### src/rtl/mem_arbiter.sv
// Two-port (fetch / data) round-robin arbiter in front of a single memory with
// fixed read latency MEM_LAT; one read in flight at a time, writes complete in one cycle.
module mem_arbiter #(
    parameter int AW      = 16,
    parameter int DW      = 16,
    parameter int MEM_LAT = 2
) (
    input  logic          clk,
    input  logic          rst_n,
    input  logic          f_req,
    input  logic [AW-1:0] f_addr,
    output logic          f_gnt,
    output logic          f_rvalid,
    output logic [DW-1:0] f_rdata,
    input  logic          d_req,
    input  logic          d_we,
    input  logic [AW-1:0] d_addr,
    input  logic [DW-1:0] d_wdata,
    output logic          d_gnt,
    output logic          d_rvalid,
    output logic [DW-1:0] d_rdata,
    output logic [AW-1:0] mem_raddr,
    output logic [AW-1:0] mem_waddr,
    output logic [DW-1:0] mem_wdata,
    output logic          mem_re,
    output logic          mem_we,
    input  logic [DW-1:0] mem_rdata
);

    typedef enum logic {IDLE, RD_WAIT} state_t;

    state_t        state, state_next;
    logic          last_d;      // 1 = data port was granted most recently
    logic          owner_d;     // port that owns the read in flight
    logic [2:0]    cnt;
    logic [AW-1:0] raddr_q;
    logic [AW-1:0] waddr_q;
    logic [DW-1:0] wdata_q;

    always_comb begin
        // NOTE: every output gets a default first so no path leaves it unassigned (no latch).
        state_next = state;
        f_gnt      = 1'b0;
        d_gnt      = 1'b0;
        mem_re     = 1'b0;
        mem_we     = 1'b0;
        mem_raddr  = raddr_q;
        mem_waddr  = waddr_q;
        mem_wdata  = wdata_q;
        case (state)
            IDLE: begin
                // Grants are combinational, so they must also be masked while reset is held.
                if (rst_n) begin
                    if (f_req && (!d_req || last_d)) begin
                        f_gnt      = 1'b1;
                        mem_re     = 1'b1;
                        mem_raddr  = f_addr;
                        state_next = RD_WAIT;
                    end else if (d_req) begin
                        d_gnt = 1'b1;
                        if (d_we) begin
                            mem_we    = 1'b1;
                            mem_waddr = d_addr;
                            mem_wdata = d_wdata;
                        end else begin
                            mem_re     = 1'b1;
                            mem_raddr  = d_addr;
                            state_next = RD_WAIT;
                        end
                    end
                end
            end
            RD_WAIT: begin
                if (cnt == 3'd0) state_next = IDLE;
            end
            default: state_next = IDLE;
        endcase
    end

    // NOTE: sequential state uses non-blocking assignments so all registers see pre-edge values.
    always_ff @(posedge clk or negedge rst_n) begin
        if (!rst_n) begin
            state    <= IDLE;
            last_d   <= 1'b1;
            owner_d  <= 1'b0;
            cnt      <= 3'd0;
            raddr_q  <= '0;
            waddr_q  <= '0;
            wdata_q  <= '0;
            f_rvalid <= 1'b0;
            d_rvalid <= 1'b0;
            f_rdata  <= '0;
            d_rdata  <= '0;
        end else begin
            state    <= state_next;
            f_rvalid <= 1'b0;
            d_rvalid <= 1'b0;
            if (f_gnt || d_gnt) last_d <= d_gnt;
            if (mem_re) begin
                raddr_q <= mem_raddr;
                owner_d <= d_gnt;
                cnt     <= 3'(MEM_LAT - 1);
            end
            if (mem_we) begin
                waddr_q <= mem_waddr;
                wdata_q <= mem_wdata;
            end
            if (state == RD_WAIT) begin
                if (cnt == 3'd0) begin
                    if (owner_d) begin
                        d_rdata  <= mem_rdata;
                        d_rvalid <= 1'b1;
                    end else begin
                        f_rdata  <= mem_rdata;
                        f_rvalid <= 1'b1;
                    end
                end else begin
                    cnt <= cnt - 3'd1;
                end
            end
        end
    end

endmodule

### config.mk
export PLATFORM = sky130hd
export DESIGN_NAME = mem_arbiter
export DESIGN_NICKNAME = d
export VERILOG_FILES = /design/src/rtl/mem_arbiter.sv
export SDC_FILE = /design/constraint.sdc
export NUM_CORES = 1
export LEC_CHECK = 0
export CELL_PAD_IN_SITES_DETAIL_PLACEMENT = 1
export CELL_PAD_IN_SITES_GLOBAL_PLACEMENT = 2
export CORE_MARGIN = 2
export CORE_UTILIZATION = 30
export DETAILED_ROUTE_END_ITERATION = 10
export HOLD_SLACK_MARGIN = 0.12
export PLACE_DENSITY = 0.89
export SLEW_MARGIN = 10
export SYNTH_ARGS = -nofsm -noshare
export SYNTH_HDL_FRONTEND = slang
export SYNTH_SLANG_ARGS = --single-unit
### constraint.sdc
create_clock -name clk -period 2.1 [get_ports clk]
set_input_delay 0.42 -clock clk [delete_from_list [all_inputs] [get_ports clk]]
set_output_delay 0.42 -clock clk [all_outputs]
set_load 0.005 [all_outputs]
Word level (Yosys, flattened, before mapping)
Index checks and enable logic that the tools add are counted.
{"block": "word_totals", "reg_bits": 88, "in_bits": 69, "output_inout_bits": 86, "elab_cells": 64}
{"block": "classes", "n_addsub": 1, "n_mux": 43, "bitwise": 2, "n_reduce_logical": 7}
{"op": "$mux 16", "count": 15}
{"op": "$mux 1", "count": 24}
{"op": "$mux 3", "count": 3}
{"op": "$reduce_and 3->1", "count": 2}
{"op": "$logic_not 3->1", "count": 1}
{"op": "$sub 3x1->3 const B", "count": 1}
{"op": "$logic_or 1x1->1", "count": 2}
{"op": "$not 1->1", "count": 2}
{"op": "$pmux 1 s2", "count": 1}
{"op": "$logic_and 1x1->1", "count": 1}
{"op": "$logic_not 1->1", "count": 1}

Longest topological paths before layout
Gate-level depths: netlist (run 1).
{"block": "depth", "word_depth": 9, "ltp_mapped": 6, "ltp_nobuf": 5}

Least setup slack after synthesis (run 1)
No wires, ideal clock.
{"block": "synth_path", "kind": "input-to-output", "startpoint": "input rst_n", "endpoint": "output mem_waddr[0]", "arrival_time_ps": 1526, "required_time_ps": 1680, "path_slack_ps": 154, "stages": 6, "n_path_buf": 3, "cell_sequence": "nor2b_1 > buf_6 > and4_4 > buf_8 > buf_12 > mux2_4"}
{"block": "synth_via", "elab_chain_cells": 2}
{"element": "start: declaration", "line_no": "9", "text": "input logic rst_n,"}
{"element": "$mux 16", "line_no": "53", "text": "if (rst_n) begin"}
{"element": "$mux 16", "line_no": "50", "text": "case (state)"}
{"element": "end: declaration", "line_no": "23", "text": "output logic [AW-1:0] mem_waddr,"}
No other way between the ends.

Worst setup path after layout (run 1)
{"block": "layout_path", "startpoint": "register last_d", "endpoint": "output mem_raddr[8]"}
{"block": "layout_via", "elab_chain_cells": 5}
{"element": "start: declaration", "line_no": "33", "text": "logic last_d;"}
{"element": "start signal: assignment", "line_no": "98", "text": "if (f_gnt || d_gnt) last_d <= d_gnt;"}
{"element": "$logic_or 1x1->1", "line_no": "54", "text": "if (f_req && (!d_req || last_d)) begin"}
{"element": "$logic_and 1x1->1", "line_no": "54"}
{"element": "$mux 16", "line_no": "54"}
{"element": "$mux 16", "line_no": "53"}
{"element": "$mux 16", "line_no": "50"}
{"element": "end: declaration", "line_no": "22", "text": "output logic [AW-1:0] mem_raddr,"}
No other way between the ends.

==> impl_summary.txt, run 1 <==
----------------------------------------------------
[Pwr]
  Clock network power share ... 0.168
  Pint ... 6.95 mW
  Combinational fraction of design power ... 0.522
  IR Drop Worst-Case VDD ... around 0.00043 V
  Flop pwr share ... 0.309
  Leak Pwr ... 3.48 nW
  Power density normalized to cell area ... about 1300 mW/mm^2
  Fraction of power spent switching nets ... 0.295
  Net switching power ... a little under 3 mW

[Routing]
  First DRT Iteration DRCs ... 90
  TritonRoute pass-1 iters ... 4
  Final wirelength ... 15.3 mm
  Post-detailed-route wirelength per cell ... 19.9 um
  Antenna-violating nets left ... 0
  DR vias ... approximately 3.8k
  # DRC ... 0
  Per-cell via count in the routed design ... around 4.9

[Yosys]
  Syn Area/Cell ... 14.6 um^2
  Cell count after synthesis ... 309
  Number of enable-type register cells in the synthesized netlist ... 0
  Number of flip-flops and latches in the synthesized netlist ... a little under 90
  Sequential cell area fraction in the yosys report ... 0.487
  Biggest area contributors in the synthesized netlist ... sky130_fd_sc_hd__dfrtp_1, sky130_fd_sc_hd__mux2_4, sky130_fd_sc_hd__mux2_2
  Share of flip-flops with an asynchronous set or reset after synthesis ... 1.00
  Count of cell types in the netlist ... 36
  Yosys top cell area share ... 0.481
  Library cell with the largest summed area after synthesis ... sky130_fd_sc_hd__dfrtp_1
  Primary FF master, synth ... sky130_fd_sc_hd__dfrtp_1
  Area of the mapped netlist ... approximately 0.0045 mm^2
  Cell with the most instances after synthesis ... sky130_fd_sc_hd__dfrtp_1
  Number of warnings reported in the yosys synthesis log ... 0
  Top cells by instance count after synthesis ... sky130_fd_sc_hd__dfrtp_1, sky130_fd_sc_hd__mux2_4, sky130_fd_sc_hd__mux2_2
  Synthesized net count ... between 300 and 400

[Critical path]
  Data arrival, critical path ... roughly 2 ns
  Sort of element at the end of the critical path ... output port
  Required time at the worst-slack endpoint ... ~1.7 ns
  Classification of the worst setup path ... register to output port
  Type of origin of the critical path ... register
  Critical-path maximum fanout ... 4

[Timing]
  Layout Skew ... between 0.006 and 0.007 ns
  Part of the cycle the worst path needs ... 1.15
  Count of endpoints failing setup in the final report ... 50
  Max Slew Vio Count ... 0
  Relative slew slack ... 0.484
  Setup repair after global routing missed its margin ... true
  Maximum clock frequency ... between 400 and 500 MHz
  Number of hold violations in the final report ... 0
  Transition time at the pin with the least slew margin ... approximately 0.77 ns
  Worst setup margin ... -0.306 ns
  Fin crit period ... 2.41 ns

[CTS]
  Clock-pin slew reported for the worst setup and hold paths after clock tree synthesis ... approximately 0.070 ns
  Largest buffer count on any clock path ... 2
  Number of clock buffers inserted by TritonCTS ... 9
  Clock latency of the later-clocked register in the worst-skew pair ... between 0.3 and 0.4 ns
  CTS H-tree lvls ... 3
  Sinks on Clock Net ... 88
  CTS Root Cell ... sky130_fd_sc_hd__clkbuf_16
  TritonCTS clock tree ... done

[Finish]
  Final core utilization ... 0.521
  Post-synthesis to final-layout area growth ... 68.6%
  Nets ... 648
  Share of final-layout standard cells stronger than drive strength 1 ... 0.536

[Die]
  Placeable core region ... approximately 0.015 mm^2
  FP Rows ... 44
  Die footprint ... between 0.015 and 0.02 mm^2
  I/O pin total ... 155
  Initial cell density of the core ... 0.309
  Die width ... about 130 um
  Floorplan die height ... about 130 um

[Placement]
  Detailed Place HPWL ... 9.54 mm
  Final weighted congestion in routability-driven placement ... 0.820
  Total of buffers placed on input and output ports ... around 150
  Setup slack at placement ... -0.673 ns

[Global route]
  Overflow left after global routing ... 0
  Pin count of the biggest net entering global routing ... 57
  Wire length of the first global-routing pass ... approximately 25 mm
  Global-route usage over all layers ... 0.196
  Antenna violations before repair ... 1
  Number of global-route vias before repair ... about 4.4k

[Job]
  Number of max-capacitance violations reported ... 0

[Run status]
  Violations in the final reports ... setup timing
  Run status ... finished with violations

[Min path]
  Worst hold path type ... input pin to asynchronous set/reset pin

----------------------------------------------------
-- flip-flops by register name, indices dropped and copies added (netlist names) --
register / cells
d_rdata: 16
f_rdata: 16
raddr_q: 16
waddr_q: 16
wdata_q: 16
cnt: 3
d_rvalid: 1
f_rvalid: 1
last_d: 1
owner_d: 1
state: 1
-- cells in the final DEF, fill, tap and decap left out, drive strengths merged, types with 3 or more instances in the layout --
| cell | synthesis | final |
|---|---|---|
| buf | 20 | 177 |
| clkdlybuf4s50 | 0 | 98 |
| mux2 | 96 | 96 |
| dfrtp | 87 | 87 |
| a22o | 32 | 32 |
| nand3b | 17 | 17 |
| a32o | 16 | 16 |
| clkbuf | 5 | 14 |
| inv | 6 | 7 |
| a21oi | 4 | 4 |
| nand2 | 3 | 3 |
-- per-stage QoR --
stage	power, mW	instance area, um^2	std cells	hold slack (ns)	TNS, ns
after global routing	10.4	7630	767	0.200	-14.96
after CTS	9.91	7690	768	0.158	-11.62
final	9.86	7630	767	0.173	-11.97
after floorplan	5.16	4530	309	0.124	0
after detailed placement	7.69	6590	686	0.491	-32.18
after global placement	7.49	6590	686	0.488	-29.55
-- worst paths after layout --
kind	startpoint	to	slack [ns]	depth (start not counted)
worst min register to register	d_rdata[5]$_DFFE_PN0P_	d_rdata[5]$_DFFE_PN0P_	0.51	1
worst min-delay path	rst_n	state$_DFF_PN0_	0.17	2
min in group clk	d_rdata[5]$_DFFE_PN0P_	d_rdata[5]$_DFFE_PN0P_	0.51	1
worst max register to register	last_d$_DFFE_PN1P_	raddr_q[6]$_DFFE_PN0P_	-0.09	12
worst max-delay path	last_d$_DFFE_PN1P_	mem_raddr[8]	-0.31	7
max in group asynchronous	rst_n	d_rdata[14]$_DFFE_PN0P_	1.26	2
-- logic make-up (layout without fill, tap and decap cells) --
kind of cell | count (synthesis) | in the layout | synth area share
fa+ha+maj | 2 | 2 | 0.00553
buf+inv | 31 | 303 | 0.0572
compound gates | 59 | 59 | 0.116
simple gates | 32 | 33 | 0.0533
mux | 97 | 97 | 0.282
flops | 88 | 88 | 0.487
other cells | 0 | 1 | 0
-- per-layer routing --
metal / routed length, um / vias up / track usage
met5: 0 / - / 0
met4: 364 / 0 / 0.0763
met3: 544 / 27 / 0.0299
met2: 8060 / 112 / 0.354
met1: 6310 / 1931 / 0.234
li1: - / 1711 / -
-- area by class of cell --
cell class	instances	area, um^2
Inverter	6	25.0
Multi-Input combinational cell	191	2120
Clock inverter	6	67.6
Sequential cell	88	2200
Tap cell	184	230
Fill cell	1526	7010
Clock buffer	10	239
Antenna cell	1	2.50
Timing Repair Buffer	281	2750
-- worst max-delay path: stages (launching register included) --
cell and delay [ns]:
sky130_fd_sc_hd__dfstp_2 0.56, sky130_fd_sc_hd__nand2b_4 0.17, sky130_fd_sc_hd__buf_12 0.12, sky130_fd_sc_hd__a31oi_4 0.13, sky130_fd_sc_hd__buf_12 0.18, sky130_fd_sc_hd__buf_8 0.12
sky130_fd_sc_hd__a22o_1 0.24, sky130_fd_sc_hd__buf_2 0.13
-- power groups by stage --
stage	Clock [mW]	Combinational, mW	Sequential (mW)
6_report	1.66	5.15	3.05
5_1_grt	1.78	5.48	3.17
4_1_cts	1.70	5.17	3.04
3_5_place_dp	0	4.65	3.04
3_3_place_gp	0	4.51	2.99
2_1_floorplan	0	2.20	2.96
-- repair_timing --
item,in CTS,in global routing
cloned,7,0
pin swaps,22,8
hold buffers,0,0
resized for setup,295,19
setup endpoints to repair,52,59
buffers inserted,60,12
(Power assumes the default switching activity.)
==> run 2, diff against run 1 <==
--- a/config.mk
+++ b/config.mk
@@ -5,6 +5,7 @@
 export SDC_FILE = /design/constraint.sdc
 export NUM_CORES = 1
 export LEC_CHECK = 0
+export CAP_MARGIN = 20
 export CELL_PAD_IN_SITES_DETAIL_PLACEMENT = 1
 export CELL_PAD_IN_SITES_GLOBAL_PLACEMENT = 2
 export CORE_MARGIN = 2
==> results of run 2 <==
No change in the layout: final DEF, timing and power equal those of run 1.
==> run 3, diff against run 2 <==
--- a/config.mk
+++ b/config.mk
@@ -13,7 +13,7 @@
 export DETAILED_ROUTE_END_ITERATION = 10
 export HOLD_SLACK_MARGIN = 0.12
 export PLACE_DENSITY = 0.89
-export SLEW_MARGIN = 10
+export SLEW_MARGIN = 20
 export SYNTH_ARGS = -nofsm -noshare
 export SYNTH_HDL_FRONTEND = slang
 export SYNTH_SLANG_ARGS = --single-unit
==> constraint.sdc (replaced) <==
create_clock -name clk -period 2.1 [get_ports clk]
set_input_delay 0.21 -clock clk [delete_from_list [all_inputs] [get_ports clk]]
set_output_delay 0.21 -clock clk [all_outputs]
set_load 0.005 [all_outputs]
==> impl_summary.txt, run 3 (synthesis results as in run 1) <==
----------------------------------------------------
[Global route]
  Antenna violations before repair ... 0 (-1)
  Wire length of the first global-routing pass ... 23.9 mm (-3.0%)
  Number of global-route vias before repair ... 4,262 (-3.5%)
  Pin count of the biggest net entering global routing ... 57 (unchanged)
  Overflow left after global routing ... 0 (unchanged)
  Global-route usage over all layers ... 0.193 (-0.00319)

[Routing]
  TritonRoute pass-1 iters ... 4 (unchanged)
  Per-cell via count in the routed design ... 4.99 (+1.1%)
  # DRC ... 0 (unchanged)
  Final wirelength ... 15.0 mm (-2.1%)
  Antenna-violating nets left ... 0 (unchanged)
  Post-detailed-route wirelength per cell ... 20.1 um (+0.93%)
  First DRT Iteration DRCs ... 108 (+20%)
  DR vias ... 3,709 (-1.9%)

[Timing]
  Count of endpoints failing setup in the final report ... 42 (-16%)
  Number of hold violations in the final report ... 0 (unchanged)
  Final total negative setup slack ... -3.41 ns (+8.55 ns)
  Maximum clock frequency ... 441 MHz (+6.2%)
  Part of the cycle the worst path needs ... 1.08 (-0.0666)
  Fin crit period ... 2.27 ns (-0.140 ns)
  Layout Skew ... 0.00948 ns (+0.00263 ns)
  Final hold slack ... 0.493 ns (+0.321 ns)
  Worst setup margin ... -0.166 ns (+0.140 ns)
  Setup repair after global routing missed its margin ... true
  Max Slew Vio Count ... 0 (unchanged)
  Relative slew slack ... 0.503 (+0.0196)
  Transition time at the pin with the least slew margin ... 0.745 ns (-0.0294 ns)

[Critical path]
  Critical-path maximum fanout ... 5 (+1)
  Classification of the worst setup path ... input pin to output port
  FF-to-FF setup slack ... 0.17 ns (+0.26 ns)
  Worst reg2reg endpoint ... waddr_q[3]$_DFFE_PN0P_
  Data arrival, critical path ... 2.06 ns (+0.07 ns)
  Sort of element at the end of the critical path ... output port
  Cell count of the worst reg-to-reg path ... 8 (-4)
  Worst reg2reg path startpoint ... last_d$_DFFE_PN1P_
  Required time at the worst-slack endpoint ... 1.89 ns (+0.21 ns)
  Type of origin of the critical path ... input pin

[Job]
  Number of max-capacitance violations reported ... 0 (unchanged)

[Finish]
  Share of final-layout standard cells stronger than drive strength 1 ... 0.523 (-0.0129)
  Final instance area ... 0.00748 mm^2 (-2.1%)
  Most common cell after layout, fill and taps aside ... sky130_fd_sc_hd__clkdlybuf4s50_1
  Post-synthesis to final-layout area growth ... 65.1%
  Final core utilization ... 0.511 (-0.0108)
  Number of fillers in the final layout ... 1,488 (-2.5%)
  Commonest cells after routing, fill and taps aside ... sky130_fd_sc_hd__clkdlybuf4s50_1, sky130_fd_sc_hd__dfrtp_1, sky130_fd_sc_hd__buf_6
  Nets ... 626 (-3.4%)
  Ant. Diodes ... 0 (-1)

[CTS]
  Number of clock buffers inserted by TritonCTS ... 9 (unchanged)
  Clock-pin slew reported for the worst setup and hold paths after clock tree synthesis ... 0.06 ns (about the same)
  Sinks on Clock Net ... 88 (unchanged)
  Largest buffer count on any clock path ... 2 (unchanged)
  CTS H-tree lvls ... 3 (unchanged)
  CTS Root Cell ... sky130_fd_sc_hd__clkbuf_16
  Clock latency of the later-clocked register in the worst-skew pair ... 0.35 ns (about the same)
  TritonCTS clock tree ... done

[Min path]
  End of the worst hold path ... f_rdata[15]$_DFFE_PN0P_
  Worst hold path type ... input pin to register
  Origin of the worst min-delay path ... mem_rdata[15]
  Worst Hold Depth ... 2

[Pwr]
  IR Drop Worst-Case VDD ... 0.000448 V (+3.3%)
  Leak Pwr ... 3.44 nW (-1.3%)
  Power, Total ... 9.88 mW (+0.23%)
  Power density normalized to cell area ... 1320 mW/mm^2 (+2.3%)

[Run status]
  Violations in the final reports ... setup timing
  Run status ... finished with violations

[Die]
  Initial cell density of the core ... 0.309 (unchanged)
  Placeable core region ... 0.0146 mm^2 (unchanged)
  I/O pin total ... 155 (unchanged)
  Die width ... 127 um (unchanged)
  FP Rows ... 44 (unchanged)
  Floorplan die height ... 127 um (unchanged)
  Die footprint ... 0.0161 mm^2 (unchanged)

[Placement]
  Detailed Place HPWL ... 9.49 mm (-0.52%)
  Total of buffers placed on input and output ports ... 154 (unchanged)
  Final weighted congestion in routability-driven placement ... 0.787 (-4.0%)
  Placed cell areas ... 0.00642 mm^2 (-2.5%)

----------------------------------------------------
run 3: cell types whose count changed in the layout (fill, tap and decap cells not counted), moves of 4 or more:
cell,change
sky130_fd_sc_hd__buf_6,+7
sky130_fd_sc_hd__a32o_2,+8
sky130_fd_sc_hd__clkbuf_2,-4
sky130_fd_sc_hd__buf_8,-7
sky130_fd_sc_hd__buf_4,-23
sky130_fd_sc_hd__a32o_1,-8
run 3: report_power, final:
group,leakage [nW],switching (mW),internal (mW)
clock,0.162,0.716,1.16
sequential,1.05,0.512,2.55
combinational,2.22,1.64,3.30
run 3: stage by stage:
step | setup WS [ns] | instances
global route | -0.215 | 744
CTS | -0.191 | 737
global placement | -0.194 | 662
finish | -0.166 | 744
detailed placement | -0.252 | 662
floorplan | 0.297 | 309
run 3: area by class of cell:
type | instances | area [um^2] | share of cell area
Timing Repair Buffer | 259 | 2560 | 0.342
Sequential cell | 88 | 2200 | 0.295
Multi-Input combinational cell | 191 | 2120 | 0.283
Tap cell | 184 | 230 | 0.0308
Clock buffer | 9 | 225 | 0.0301
Clock inverter | 7 | 119 | 0.0159
Inverter | 6 | 22.5 | 0.00301
run 3: layer usage:
layer  wire length (um)  GRT usage
met1               5860      0.220
met2               7970      0.347
met3                683     0.0430
met4                441     0.0802
met5                  0          0
run 3: critical path: stages:
cell and delay (ns):
sky130_fd_sc_hd__clkdlybuf4s50_1 0.62, sky130_fd_sc_hd__and4bb_4 0.31, sky130_fd_sc_hd__buf_6 0.12, sky130_fd_sc_hd__buf_6 0.11, sky130_fd_sc_hd__buf_6 0.12, sky130_fd_sc_hd__a32o_2 0.23, sky130_fd_sc_hd__a22o_1 0.19, sky130_fd_sc_hd__buf_2 0.13
run 3: how the worst max path moves through the flow:
stage,from,endpoint,slack [ns],depth (start not counted)
6_report,d_we,mem_raddr[5],-0.17,8
5_1_grt,state$_DFF_PN0_,mem_waddr[5],-0.22,7
4_1_cts,state$_DFF_PN0_,mem_wdata[1],-0.19,7
3_5_place_dp,d_req,mem_raddr[5],-0.25,6
3_3_place_gp,d_we,mem_raddr[7],-0.19,6
2_1_floorplan,cnt[0]$_DFF_PN0_,f_rdata[10]$_DFFE_PN0P_,0.30,6
run 3: repair_timing:
| item | in CTS | in global routing |
|---|---|---|
| cloned | 7 | 1 |
| hold endpoints to repair | 87 | 0 |
| pin swaps | 21 | 20 |
| endpoints found under the setup margin | 52 | 50 |
| setup buffers | 53 | 16 |
| hold buffers | 1 | 0 |
| resized for setup | 292 | 17 |
